===== src/rtl/jtcop_dump_sched.sv =====
// Frame-windowed dump scheduler: counts vs falling edges and opens a dump window of len frames at start_frame.
// Build option: define JTCOP_DUMP_REPEAT_EN to re-arm after each window (periodic windows every REPEAT_GAP frames).
module jtcop_dump_sched #(
  parameter bit WAIT_DWNLD = 1'b1,
  parameter int CW         = 32,
  parameter int LW         = 16,
  parameter int REPEAT_GAP = 64
) (
  input  logic          clk,
  input  logic          rst_n,
  input  logic          vs,
  input  logic          dwnld,
  input  logic          enable,
  input  logic [CW-1:0] start_frame,
  input  logic [LW-1:0] len,
  output logic [CW-1:0] frame_cnt,
  output logic          dump_on,
  output logic          dump_start,
  output logic          dump_stop,
  output logic [2:0]    st
);

  typedef enum logic [2:0] {
    IDLE      = 3'd0,
    WAIT_LOAD = 3'd1,
    ARMED     = 3'd2,
    DUMPING   = 3'd3,
    DONE      = 3'd4
  } state_t;

  typedef struct packed {
    state_t        st;
    logic [CW-1:0] target;
    logic [LW-1:0] remaining;
    logic [LW-1:0] len_q;
    logic          on;
    logic          start;
    logic          stop;
  } sched_t;

  sched_t cur, nxt;
  logic   vs_l, dwnld_l;
  logic   vs_fall, dl_fall, dl_rise;

  assign vs_fall = vs_l & ~vs;
  assign dl_fall = dwnld_l & ~dwnld;
  assign dl_rise = ~dwnld_l & dwnld;

  always_ff @(posedge clk or negedge rst_n) begin
    if (!rst_n) begin
      vs_l      <= 1'b1;
      dwnld_l   <= 1'b0;
      frame_cnt <= '0;
      cur       <= '0;
    end else begin
      vs_l      <= vs;
      dwnld_l   <= dwnld;
      frame_cnt <= frame_cnt + CW'(vs_fall);
      cur       <= nxt;
    end
  end

  always_comb begin
    nxt       = cur;
    nxt.start = 1'b0;
    nxt.stop  = 1'b0;
    if (!enable) begin
      nxt.st   = IDLE;
      nxt.on   = 1'b0;
      nxt.stop = cur.on;
    end else if (WAIT_DWNLD && dl_rise && (cur.st == ARMED || cur.st == DUMPING)) begin
      // a new download invalidates the capture; wait for it to finish again
      nxt.st   = WAIT_LOAD;
      nxt.on   = 1'b0;
      nxt.stop = cur.on;
    end else begin
      case (cur.st)
        IDLE: begin
          nxt.st     = WAIT_DWNLD ? WAIT_LOAD : ARMED;
          nxt.target = start_frame;
          nxt.len_q  = len;
        end
        WAIT_LOAD: if (dl_fall) nxt.st = ARMED;
        ARMED: if (vs_fall && frame_cnt == cur.target) begin
          nxt.st        = DUMPING;
          nxt.on        = 1'b1;
          nxt.start     = 1'b1;
          nxt.remaining = cur.len_q;
        end
        DUMPING: if (vs_fall && cur.remaining != '0) begin
          nxt.remaining = cur.remaining - 1'b1;
          if (cur.remaining == LW'(1)) begin
            nxt.st   = DONE;
            nxt.on   = 1'b0;
            nxt.stop = 1'b1;
          end
        end
        DONE: begin
`ifdef JTCOP_DUMP_REPEAT_EN
          // frame_cnt is exactly one past the closing frame here, so the gap counts from that frame
          nxt.st     = ARMED;
          nxt.target = frame_cnt + CW'(REPEAT_GAP - 1);
          nxt.len_q  = len;
`else
          nxt.st     = DONE;
`endif
        end
        default: nxt.st = IDLE;
      endcase
    end
  end

  assign dump_on    = cur.on;
  assign dump_start = cur.start;
  assign dump_stop  = cur.stop;
  assign st         = cur.st;

endmodule

===== config.mk =====
export PLATFORM = sky130hd
export DESIGN_NAME = jtcop_dump_sched
export DESIGN_NICKNAME = d
export VERILOG_FILES = /design/src/rtl/jtcop_dump_sched.sv
export SDC_FILE = /design/constraint.sdc
export NUM_CORES = 1
export LEC_CHECK = 0
export ABC_CLOCK_PERIOD_IN_PS = 2300
export CAP_MARGIN = 20
export CORE_MARGIN = 2
export CORE_UTILIZATION = 30
export DETAILED_ROUTE_END_ITERATION = 7
export HOLD_SLACK_MARGIN = 0.05
export SYNTH_ARGS = -nofsm -noshare
export SYNTH_HDL_FRONTEND = slang
export SYNTH_SLANG_ARGS = --single-unit

===== constraint.sdc =====
create_clock -name clk -period 2.3 [get_ports clk]
set_input_delay 0.46 -clock clk [delete_from_list [all_inputs] [get_ports clk]]
set_output_delay 0.46 -clock clk [all_outputs]
set_load 0.005 [all_outputs]

## After elaboration in Yosys (flattened, before gate mapping)

Cells that the tools add are included.

- Reduce and logical (&&, ||, !) cells: 11
- Add/subtract/negate cells: 2
- Bitwise operators: 7
- Eq/ne operators: 13
- Muxes and demuxes: 24

Operator list:

| operator | count |
|---|---|
| $add A32 B1 Y32 | 1 |
| $eq A32 B32 Y1 | 1 |
| $mux W16 | 2 |
| $pmux W16 S2 | 1 |
| $mux W3 | 6 |
| $eq A16 B1 Y1 const B | 1 |
| $reduce_bool A16 Y1 | 1 |
| $sub A16 B1 Y16 const B | 1 |
| $pmux W3 S5 | 1 |
| $mux W1 | 12 |
| $ne A4 B2 Y1 const B | 3 |
| $reduce_and A4 Y1 | 2 |
| $eq A3 B2 Y1 const B | 2 |
| $reduce_and A5 Y1 | 1 |
| $ne A2 B1 Y1 const B | 2 |
| $ne A4 B1 Y1 const B | 1 |
| $ne A4 B4 Y1 const B | 1 |
| $not A1 Y1 | 4 |
| $and A1 B1 Y1 | 3 |
| $eq A3 B1 Y1 const B | 1 |
| $eq A3 B3 Y1 const B | 1 |
| $logic_and A1 B1 Y1 | 3 |
| $logic_not A3 Y1 | 1 |
| $reduce_and A3 Y1 | 1 |
| other kinds (4) | 4 |

- Register bits after elaboration: 104
- Logic and storage cells: 67

## Depth between registers and ports, before layout

- Depth in word-level cells: 7
- Gate-level depth with buffers: 10
- Depth with buffers taken out: 9

## Least setup slack after synthesis

Ideal clock, no wire load.

- Path type: register to register
- Start point: register vs_l
- End point: register frame_cnt[29]
- Data arrival time: 2.230 ns
- Stages on the path, launching flop included: 9
- Clock period less this slack: 2.355 ns
- Path slack: -0.055 ns
- Data required time: 2.175 ns
- Cells stage by stage: dfstp_2 nor2b_1 ha_1 nand3_1 nor3_1 nand4_1 nor2_1 nand3_1 xnor2_1

- Longest elaborated chain between the ends: 2

Ends and longest elaborated chain:

| what | RTL line | RTL |
|---|---|---|
| from (decl) | 42 | `logic vs_l, dwnld_l;` |
| from (signal assigned) | 56 | `vs_l <= vs;` |
| $and A1 B1 Y1 | 45 | `assign vs_fall = vs_l & ~vs;` |
| $add A32 B1 Y32 | 58 | `frame_cnt <= frame_cnt + CW'(vs_fall);` |
| to (signal assigned) | 58 |  |
| to (decl) | 16 | `output logic [CW-1:0] frame_cnt,` |

Every way passes these cells.
A chain may end at the register's enable or synchronous reset.

## Worst setup path after layout

- Start point: register cur[29] (netlist bit)
- End point: register cur[29] (netlist bit)

- Longest elaborated chain between the ends: 4
- Elaborated cells between the ends (all ways): 7

Ends and longest elaborated chain:

| what | RTL line | RTL |
|---|---|---|
| from (decl) | 41 | `sched_t cur, nxt;` |
| from (signal assigned) | 59 | `cur <= nxt;` |
| parallel branches: the longest is 4 deep, another holds $sub A16 B1 Y16 | - |  |

Several ways; the timed one is not identified. The select of a mux whose other input is x is not followed.

==> results.cfg <==
[outcome]
status = finished with violations
violations = negative setup slack

[grt]
grt_max_degree = 68
grt_antenna_before_repair = 0
gr-usage-met1_pct = 21.0
first_global_vias = 3969
gr-total-overflow = 0
use_met2_pct = 23.7
grt.busiest_layer = met2
grt_util_met3_pct = 3.31
track_usage_pct = 15.3
grt_pass1_wl_um = 21200

[place]
placed_area_mm2 = 0.00648
portBuffers = 90
gp_congestion = 0.809
dp_slack_ns = -0.222
hpwl_um = 9720
place_inst = 782

[clocking]
clkTransAtPathRegs_ns = 0.07
htree_levels = 3
cts.sinks = 104
max-clock-path-buffers = 2
cts_tree = done
clk-insertion-delay-late_ns = 0.36
numCtsBuffers = 9
cts-root-buf = clkbuf_16

[die]
fp.dieH_um = 133
dieArea_mm2 = 0.0177
io_pins = 91
start_util_pct = 30.4
die_w_um = 133
design.core.area_mm2 = 0.0165
rows = 47

[setup_path]
cpPeakStageDelay_ns = 0.53
r2r_end = cur[29]
crit_slowest_cell = or4_4
cp_max_fo = 4
worstReg2RegStart = cur[29]
startpoint_type = flop
worst_r2r_path_depth = 8
worstPathArrival_ns = 2.56
required_ns = 2.55
crit_family = simple AND/OR/NAND/NOR gates
r2r_setup_slack_ns = -0.02
critPathBufInv = 2
crit_type = flop to flop
end_kind = flop
worstPathCellList = or4_4, or3_4, nor4_4, a311o_2, buf_12, clkbuf_16, nor3_2, o22a_1

[layout]
stdcell_count = 807
fin_area_mm2 = 0.00700
nFillCells = 1592
drive_above_1_share_pct = 24.9
nets = 640
antenna_cells = 0
final_cell_mix = dfrtp_1 (103), clkdlybuf4s50_1 (89), mux2_2 (47)
syn2layout_area_growth_pct = 39.8
final_common_cell = dfrtp_1

[sta]
rsz0062_at_grt = yes
worst_slack_ns = -0.0176
relSlewSlack_pct = 72.0
worst_pin_slew_ns = 0.417
finalHoldViolations = 0
max_freq_mhz = 431
skew_ns = 0.0114
finalSetupTns_ns = -0.0360
slew_viol_final = 0
min_period_ns = 2.32
post-route-period-util_pct = 101
setup_violations = 5

[routing]
drtIter0Drc = 280
avgViaCountPerCell = 4.84
routedWlPerCell_um = 16.4
drc_errors = 0
vias = 3907
antenna_left = 0
drt_pass1_iterations = 4
drt_wl_total_um = 13200

[synth]
synth_seq_area_share_pct = 52.0
yosys_most_used_dff = dfrtp_1
synth_area_mm2 = 0.00501
yosys_warnings = 0
yosys.cell_types.count = 48
synth_edf_count = 0
syn_nets = 501
avgSynthCellArea_um2 = 11.3
async_flop_share_pct = 100
synth_seq_cells = 104
netlist_instances = 443

[power]
leakage_nw = 2.88
ir_drop_v = 0.000362
power_mw = 5.38
power.density_mw_per_mm2 = 769

[job]
drv_cap = 0

[min_path]
hold_class = input port to async pin
[worst max path at each step]
stage	from	end	cells past startpoint
after floorplan	frame_cnt[15]	cur[27]	7
after global placement	vs	frame_cnt[26]	11
after detailed placement	vs	frame_cnt[27]	10
after CTS	cur[29]	cur[27]	8
after global routing	cur[29]	cur[31]	8
final	cur[29]	cur[29]	8
[registers in the layout, indices dropped and copies added, names as in the netlist]
name        cells
cur            64
dump_start      1
dump_on         1
dwnld_l         1
dump_stop       1
frame_cnt      32
vs_l            1
st              3
[synth_stat cells, types with 4 or more instances]
| cell | number | area [um^2] |
|---|---|---|
| dfrtp_1 | 103 | 2580 |
| mux2_2 | 47 | 529 |
| xnor2_1 | 45 | 394 |
| nor2_1 | 39 | 146 |
| nand2_1 | 19 | 71.3 |
| nand3_1 | 19 | 95.1 |
| nor3_1 | 18 | 90.1 |
| nand4_1 | 15 | 93.8 |
| xor2_1 | 12 | 105 |
| clkbuf_1 | 10 | 37.5 |
| nor2b_1 | 10 | 62.6 |
| o21ai_0 | 10 | 50.1 |
| a21oi_1 | 9 | 45.0 |
| inv_1 | 9 | 33.8 |
| a31oi_1 | 7 | 43.8 |
| o22a_1 | 7 | 61.3 |
| a2bb2oi_1 | 5 | 43.8 |
| and3_1 | 5 | 31.3 |
| ha_1 | 5 | 62.6 |
| a211oi_1 | 4 | 30.0 |
| o22ai_1 | 4 | 25.0 |
[layout make-up]
cell class	instances	area (um^2)	share of cell area, %
clock inverters	4	52.6	0.750
multi-input cells	312	2370	33.9
well taps	220	275	3.93
inverters	9	33.8	0.482
repair buffers	146	1410	20.1
clock buffers	12	256	3.66
flip-flops and latches	104	2600	37.2
[worst reg2reg max path: cells and delay by family (launching register included)]
family	cells	cell delay (ns)
DFF	1	0.39
AOI/OAI and AO/OA	2	0.45
buffers and inverters	2	0.25
and+or+nand+nor	4	1.12
[layer usage]
layer  part of all wire (%)  wire length (um)  vias up
li1                       -                 -     1862
met1                     46              6130     1942
met4                    1.7               224        0
met2                     47              6210       88
met5                      0                 0        -
met3                    4.8               630       15
[stage by stage]
step	utilization (%)	hold slack, ns
2_1_floorplan	-	0.164
3_3_place_gp	39.4	0.314
3_5_place_dp	39.4	0.316
4_1_cts	41.8	0.475
5_1_grt	42.5	0.497
6_report	42.5	0.488
[kinds of logic (layout without fill, tap and decap cells)]
logic type / Yosys count / in the layout / synth area share, %
compound gates: 58 / 58 / 8.24
xor+xnor: 57 / 57 / 9.97
fa+ha+maj: 5 / 5 / 1.25
buf+inv: 27 / 171 / 2.72
flops: 104 / 104 / 52.0
mux: 47 / 47 / 10.6
simple gates: 145 / 145 / 15.3
[power breakdown]
part	internal [mW]	leakage (nW)	switching, mW
clock	0.906	0.153	0.688
sequential	2.16	1.30	0.282
combinational	0.756	1.43	0.592
total	3.82	2.88	1.56
[what timing repair did]
| item | in CTS | in global routing |
|---|---|---|
| setup endpoints to repair | 6 | 23 |
| setup buffers | 4 | 4 |
| gates resized for setup | 8 | 19 |
| pin swaps | 2 | 4 |
| hold buffers | 1 | 0 |
| endpoints found under the hold margin | 9 | 0 |
| gates cloned | 0 | 1 |
(Power assumes the default switching activity.)
